--- src/rtl/spi_master_ctrl.sv ---
// SPI master control unit: one {rw, addr, data} frame per accepted start, MSB first,
// with configurable width, SCLK divider, chip-select count and CPOL/CPHA per frame.
module spi_master_ctrl #(
  parameter int unsigned DATA_W  = 8,
  parameter int unsigned ADDR_W  = 7,
  parameter int unsigned CLK_DIV = 4,
  parameter int unsigned NUM_CS  = 2,
  localparam int unsigned CS_W   = (NUM_CS > 1) ? $clog2(NUM_CS) : 1
) (
  input  logic              m_clk,
  input  logic              reset,
  input  logic              start,
  input  logic              rw,
  input  logic [CS_W-1:0]   cs_sel,
  input  logic [ADDR_W-1:0] addr,
  input  logic [DATA_W-1:0] wdata,
  input  logic              cpol,
  input  logic              cpha,
  output logic              busy,
  output logic              done,
  output logic [DATA_W-1:0] rdata,
  output logic              spi_sclk,
  output logic [NUM_CS-1:0] spi_cs_n,
  output logic              spi_mosi,
  input  logic              spi_miso
);

  localparam int unsigned FRAME_W = ADDR_W + 1 + DATA_W;
  localparam int unsigned BIT_W   = $clog2(FRAME_W + 1);
  localparam int unsigned DIV_W   = $clog2(CLK_DIV + 1);

  typedef enum logic [2:0] {ST_IDLE, ST_SETUP, ST_SHIFT, ST_HOLD, ST_DONE} state_e;

  state_e              state_q, state_d;
  logic [DIV_W-1:0]    div_q, div_d;
  logic [BIT_W-1:0]    bit_q, bit_d;
  logic [FRAME_W-1:0]  tx_q, tx_d;
  logic [DATA_W-1:0]   rx_q, rx_d;
  logic                rw_q, rw_d;
  logic                cpol_q, cpol_d;
  logic                cpha_q, cpha_d;
  logic                busy_q, busy_d;
  logic                done_q, done_d;
  logic [DATA_W-1:0]   rdata_q, rdata_d;
  logic                sclk_q, sclk_d;
  logic [NUM_CS-1:0]   cs_n_q, cs_n_d;
  logic                mosi_q, mosi_d;

  logic                start_ok_c;
  logic                div_end_c;
  logic                edge_c;
  logic                leading_c;
  logic [FRAME_W-1:0]  frame_c;

  assign start_ok_c = start && (32'(cs_sel) < NUM_CS);
  assign div_end_c  = (div_q == DIV_W'(CLK_DIV - 1));
  assign leading_c  = (sclk_q == cpol_q);
  assign frame_c    = {rw, addr, (rw ? DATA_W'(0) : wdata)};

  // Next-state, datapath and registered-output logic
  always_comb begin
    state_d = state_q;
    div_d   = div_q;
    bit_d   = bit_q;
    tx_d    = tx_q;
    rx_d    = rx_q;
    rw_d    = rw_q;
    cpol_d  = cpol_q;
    cpha_d  = cpha_q;
    busy_d  = busy_q;
    done_d  = 1'b0;
    rdata_d = rdata_q;
    sclk_d  = sclk_q;
    cs_n_d  = cs_n_q;
    mosi_d  = mosi_q;
    edge_c  = 1'b0;

    case (state_q)
      ST_IDLE, ST_DONE: begin
        state_d = ST_IDLE;
        div_d   = '0;
        bit_d   = '0;
        busy_d  = 1'b0;
        sclk_d  = cpol_q;
        cs_n_d  = '1;
        mosi_d  = 1'b0;
        if (start_ok_c) begin
          state_d = ST_SETUP;
          busy_d  = 1'b1;
          rw_d    = rw;
          cpol_d  = cpol;
          cpha_d  = cpha;
          tx_d    = frame_c;
          rx_d    = '0;
          sclk_d  = cpol;
          cs_n_d  = ~(NUM_CS'(1) << cs_sel);
          mosi_d  = cpha ? 1'b0 : frame_c[FRAME_W-1];
        end
      end
      ST_SETUP: begin
        div_d = div_q + DIV_W'(1);
        if (div_end_c) begin
          div_d   = '0;
          state_d = ST_SHIFT;
          edge_c  = 1'b1;
        end
      end
      ST_SHIFT: begin
        div_d = div_q + DIV_W'(1);
        if (div_end_c) begin
          div_d = '0;
          if (bit_q == BIT_W'(FRAME_W)) state_d = ST_HOLD;
          else                          edge_c  = 1'b1;
        end
      end
      ST_HOLD: begin
        div_d = div_q + DIV_W'(1);
        if (div_end_c) begin
          div_d   = '0;
          state_d = ST_DONE;
          busy_d  = 1'b0;
          done_d  = 1'b1;
          cs_n_d  = '1;
          mosi_d  = 1'b0;
          if (rw_q) rdata_d = rx_q;
        end
      end
      default: state_d = ST_IDLE;
    endcase

    // SCLK edge: leading/trailing decides whether MOSI moves or MISO is sampled
    if (edge_c) begin
      sclk_d = ~sclk_q;
      if (leading_c) begin
        if (cpha_q) begin
          mosi_d = tx_q[FRAME_W-1];
          tx_d   = tx_q << 1;
        end else begin
          rx_d = DATA_W'({rx_q, spi_miso});
        end
      end else begin
        bit_d = bit_q + BIT_W'(1);
        if (cpha_q) begin
          rx_d = DATA_W'({rx_q, spi_miso});
        end else if (bit_q != BIT_W'(FRAME_W - 1)) begin
          tx_d   = tx_q << 1;
          mosi_d = tx_d[FRAME_W-1];
        end
      end
    end
  end

  always_ff @(posedge m_clk) begin
    if (reset) begin
      state_q <= ST_IDLE;
      div_q   <= '0;
      bit_q   <= '0;
      tx_q    <= '0;
      rx_q    <= '0;
      rw_q    <= 1'b0;
      cpol_q  <= 1'b0;
      cpha_q  <= 1'b0;
      busy_q  <= 1'b0;
      done_q  <= 1'b0;
      rdata_q <= '0;
      sclk_q  <= 1'b0;
      cs_n_q  <= '1;
      mosi_q  <= 1'b0;
    end else begin
      state_q <= state_d;
      div_q   <= div_d;
      bit_q   <= bit_d;
      tx_q    <= tx_d;
      rx_q    <= rx_d;
      rw_q    <= rw_d;
      cpol_q  <= cpol_d;
      cpha_q  <= cpha_d;
      busy_q  <= busy_d;
      done_q  <= done_d;
      rdata_q <= rdata_d;
      sclk_q  <= sclk_d;
      cs_n_q  <= cs_n_d;
      mosi_q  <= mosi_d;
    end
  end

  assign busy     = busy_q;
  assign done     = done_q;
  assign rdata    = rdata_q;
  assign spi_sclk = sclk_q;
  assign spi_cs_n = cs_n_q;
  assign spi_mosi = mosi_q;

endmodule

--- config.mk ---
export PLATFORM = sky130hd
export DESIGN_NAME = spi_master_ctrl
export DESIGN_NICKNAME = d
export VERILOG_FILES = /design/src/rtl/spi_master_ctrl.sv
export SDC_FILE = /design/constraint.sdc
export NUM_CORES = 1
export LEC_CHECK = 0
export CAP_MARGIN = 20
export CORE_MARGIN = 2
export CORE_UTILIZATION = 48
export DETAILED_ROUTE_END_ITERATION = 6
export HOLD_SLACK_MARGIN = 0.1
export PLACE_DENSITY = 0.75
export SLEW_MARGIN = 25
export SYNTH_ARGS = -nofsm -noshare
export SYNTH_HDL_FRONTEND = slang
export SYNTH_SLANG_ARGS = --single-unit
--- constraint.sdc ---
create_clock -name m_clk -period 2.1 [get_ports m_clk]
set_clock_uncertainty 0.15 [all_clocks]
set_input_delay 0.315 -clock m_clk [delete_from_list [all_inputs] [get_ports m_clk]]
set_output_delay 0.315 -clock m_clk [all_outputs]
set_load 0.01 [all_outputs]
After elaboration in Yosys (flattened, before gate mapping)
Cells that the tools add are included.

Output and inout port bits: 14. Register bits: 52. Word-level logic and storage cells: 90.

Add/sub/neg operators: 2. Shift operators: 1. Equality and inequality tests: 12. Reductions and logical operators: 11. Bitwise gates (word level): 3. Multiplexer cells: 47.

Operators with widths (number): 16-bit 2-to-1 mux (7); 8-bit 2-to-1 mux (7); 1-bit 2-to-1 mux (17); 3-bit 2-to-1 mux (5); 5-bit 2-to-1 mux (3); 3-bit one-hot mux with 4 select lines (1); 3-bit by 2-bit equality test with 1-bit output, second input constant (3); 2-bit inequality test, second input constant (4); 1-bit one-hot mux with 2 select lines (3); 3-bit one-hot mux with 2 select lines (1); 2-bit nonzero test (3); 5-bit by 1-bit adder with 5-bit output, second input constant (1); 5-bit equality test, second input constant (1); 5-bit by 4-bit inequality test with 1-bit output, second input constant (1); 2-bit 2-to-1 mux (2); 2-bit one-hot mux with 2 select lines (1); 2-bit AND reduction (2); 4-bit AND reduction (1); 2-bit OR reduction (2); 3-bit by 1-bit adder with 3-bit output, second input constant (1); 3-bit by 1-bit equality test with 1-bit output, second input constant (1); 3-bit equality test, second input constant (1); 3-bit logical NOT (1); 3-bit AND reduction (1); other kinds (5) (6).

Depth between registers and ports, before layout
Depth in word-level cells: 7. Gate-level depth with buffers: 8. Mapped depth without buffers: 7.

Worst setup path after synthesis
Ideal clock, no wire load.

Kind: reg2reg. Start: register sclk_q (netlist: spi_sclk). End: register tx_q[14]. Required time: 1862 ps. Path slack: 41 ps. Data arrival time: 1821 ps. Cell stages (with the launch flop): 6. Cell sequence: dfxtp_1 > xor2_2 > mux2i_2 > clkbuf_1 > nor3_1 > a311oi_2.

Word-level cells in the longest chain between the ends: 3.

RTL lines: start, declared (line 45) `logic sclk_q, sclk_d;`; start signal, assigned (line 181) `sclk_q <= sclk_d;`; 1-bit equality test (line 57) `assign leading_c = (sclk_q == cpol_q);`; 16-bit 2-to-1 mux (line 134) `if (leading_c) begin`; 16-bit 2-to-1 mux (line 132) `if (edge_c) begin`; end signal, assigned (line 173) `tx_q <= tx_d;`; end, declared (line 37) `logic [FRAME_W-1:0] tx_q, tx_d;`.

Every way passes these cells. A chain may end at the register's enable or synchronous reset.

Worst setup path in the final report
Start: register bit_q[0]. End: register tx_q[14].

Word-level cells in the longest chain between the ends: 5. Elaborated cells on any way between the ends: 9. Classes of those cells: eq/ne: 2; mux: 7.

RTL lines: start, declared (line 36) `logic [BIT_W-1:0] bit_q, bit_d;`; start signal, assigned (line 172) `bit_q <= bit_d;`; 5-bit equality test or 5-bit by 4-bit inequality test with 1-bit output (tied branches) (line 112, 145); 1-bit 2-to-1 mux or 16-bit 2-to-1 mux (tied branches) (line 112, 145); 1-bit 2-to-1 mux or 16-bit 2-to-1 mux (tied branches) (line 110, 143); 1-bit one-hot mux with 2 select lines or 16-bit 2-to-1 mux (tied branches) (line 78, 134); 16-bit 2-to-1 mux * (line 132).

Mark *: on every way between the ends. The rest lies on a longest branch, timed or not.

==> reports/metrics.cfg <==
[outcome]
status=completed

[logic_synthesis]
synthTopCellsByCount=dfxtp_1 (52), a21oi_1 (29), nand2_1 (23)
syn-instance-count=269
synth_top_area_share=0.431
synth.distinct_cells=47
ys.flop_type=dfxtp_1
syn_area_mm2=0.00242
async_flop_share=0
synthTopCellsByArea=dfxtp_1 (43%), a21oi_1 (6.0%), nand3_1 (4.6%)
synth_edf_count=0
synth.most_common_cell=dfxtp_1
seq_area_frac_synth=0.431
ys_ff_latch=52
synth_largest_area_cell=dfxtp_1
syn_avg_cell_area_um2=8.99
yosysWarnings=0
syn-num-nets=296

[power_and_ir_drop]
p_int_mw=1.52
power.density_mw_per_mm2=651
power_mw=2.03
p_seq_frac=0.511
p_switching_uw=513
worst_ir_drop_vdd_mv=0.430
p_clk_frac=0.348
p_leak_nw=1.13
p_comb_frac=0.142
switching_share=0.252

[critical_path]
cp-start-kind=flip-flop
crit_chain=ha_1 -> and3_1 -> ha_1 -> nor2_2 -> mux2i_4 -> nand2b_2 -> a311oi_2
cpPeakStageDelay_ps=340
worstRegToRegCells=7
critPathKind=flip-flop to flip-flop
cp_top_family=simple AND/OR/NAND/NOR gates
rrSetupSlack_ps=90
path_buf_inv=0
cp_max_fo=7
reg2reg_from=bit_q[0]
crit_slowest_cell=dfxtp_1
required_ps=2170
cp.arrival_ps=2080
r2r-end=tx_q[14]
cpMostUsedCell=ha_1
end_kind=flip-flop

[final_layout]
nets=343
syn_to_final_growth_pct=29.1
postLayoutCellArea_mm2=0.00312
fillCellCount=431
drive_above_1_share=0.170
diodes=0

[clocking]
cts_tree=built
clk_pin_slew_ps=100
clkSinkCount=52
htree_levels=2
holdBufCountCts=0
insertion_delay_ps=310
root_buffer=clkbuf_8
clockBufferDepth=2
cts_buffers=5

[worst_hold_path]
whs_endpoint=state_q[2]
hold_path.class=primary input to flip-flop
whs_path_depth=3
hold_path_startpoint=reset

[sta]
worstMarginPinSlew_ps=389
relSlewSlack=0.739
maxSlewViolCount=0
setup_violations=0
min_period_ps=2010
fin_tns_setup_ps=0
hold_slack_ps=303
fmax_mhz=498
period_share=0.957
finalHoldViolCount=0

[placement]
dp_hpwl_mm=3.61
place.gp.congestion=0.798
post_dp_cell_area_mm2=0.00294
io_buffers=36

[global_routing]
grt_pass1_vias=1973
grt_pass1_wl_mm=8.92
antenna_found_initial=0
overflow=0
grt_max_degree=53
grtUsageTotal=0.205

[floorplan]
row_count=25
dieWidth_um=75.0
die_height_um=75.0
coreArea_mm2=0.00479
die_area_mm2=0.00562
io_pins=37
start_util=0.505

[drt]
ant_nets=0
route.detailed.drc=0
drt_iter0_drc=141
viasPerCell=5.56
vias=2134
drt_wl_total_mm=5.53
routedWlPerCell_um=14.4
drt-pass1-iter-count=4

[run]
drv_cap=0

metrics by stage:
| stage | utilization | std cells | setup WS [ps] |
|---|---|---|---|
| 3_3_place_gp | 0.615 | 371 | -2.88 |
| 3_5_place_dp | 0.615 | 371 | -60.0 |
| 4_1_cts | 0.643 | 381 | 10.4 |
| 2_1_floorplan | - | 269 | 41.0 |
| 6_report | 0.652 | 384 | 91.1 |
| 5_1_grt | 0.652 | 384 | -14.0 |
flip-flops by register name, indices dropped and copies added (netlist names):
register,count
tx_q,16
spi_cs_n,2
rw_q,1
spi_mosi,1
cpha_q,1
cpol_q,1
state_q,3
rdata,8
bit_q,5
done,1
rx_q,8
div_q,3
busy,1
spi_sclk,1
worst min-delay path, cell delays in order:
cell	delay, ps
buf_2	110
buf_12	190
nor2_1	110
placed cells by master, fill, tap and decap left out, types with 3 or more instances in the layout:
| cell | Yosys | final |
|---|---|---|
| dfxtp_1 | 52 | 50 |
| clkdlybuf4s50_1 | 0 | 35 |
| a21oi_1 | 29 | 29 |
| nand2_1 | 23 | 23 |
| nand3_1 | 22 | 22 |
| nor3_1 | 21 | 21 |
| buf_4 | 0 | 20 |
| nor2_1 | 14 | 13 |
| nor3b_1 | 10 | 10 |
| mux2i_1 | 9 | 9 |
| a211oi_2 | 7 | 7 |
| a311oi_1 | 5 | 5 |
| clkbuf_8 | 0 | 5 |
| inv_1 | 5 | 4 |
| a211o_1 | 4 | 4 |
| o21ai_0 | 4 | 4 |
| ha_1 | 4 | 4 |
| nor2b_1 | 3 | 3 |
| a311oi_2 | 3 | 3 |
power by group through the flow:
stage	combinational (mW)	clock, mW	sequential, mW
global placement	0.267	0	1.06
finish	0.288	0.707	1.04
CTS	0.277	0.707	1.04
floorplan	0.150	0	1.06
detailed placement	0.270	0	1.06
global route	0.312	0.740	1.04
routing by layer:
metal  up-vias  global-route usage  part of all wire
met5         -                   0                 0
met4         0              0.0694            0.0081
met3         5              0.0321             0.048
met2        53               0.327              0.46
met1      1002               0.286              0.48
li1       1074                   -                 -
final cells by class:
cell class | count | area [µm²] | share of cell area
inverter | 5 | 18.8 | 0.00601
clock buffer | 6 | 72.6 | 0.0233
timing repair buffer | 60 | 568 | 0.182
clock inverter | 2 | 38.8 | 0.0124
multi-input combinational | 192 | 1290 | 0.415
tap | 67 | 83.8 | 0.0269
sequential | 52 | 1040 | 0.334
timing repair:
action	4_1_cts	5_1_grt
pin swaps	1	1
gates resized for setup	1	7
setup buffers	2	2
setup endpoints to repair	8	16
cloned	0	1
logic make-up after synthesis:
kind of cell               count (synthesis)  share of synthesized area
and+or+nand+nor                          106                      0.230
xor gates and xnor gates                   5                     0.0269
muxes                                     12                     0.0523
DFF                                       52                      0.431
adders and majority gates                  4                     0.0207
buffers and inverters                     26                     0.0445
AOI/OAI and AO/OA                         64                      0.195
how the worst max path moves through the flow:
stage / start / to / slack, ps / cells past startpoint
after floorplan: spi_sclk / tx_q[14] / 40 / 5
after global placement: start / tx_q[5] / -3 / 6
after detailed placement: start / tx_q[7] / -60 / 6
after CTS: bit_q[0] / tx_q[11] / 10 / 7
after global routing: bit_q[0] / tx_q[11] / -10 / 8
final: bit_q[0] / tx_q[14] / 90 / 7
Note: power is estimated with default switching activity, not from simulation.
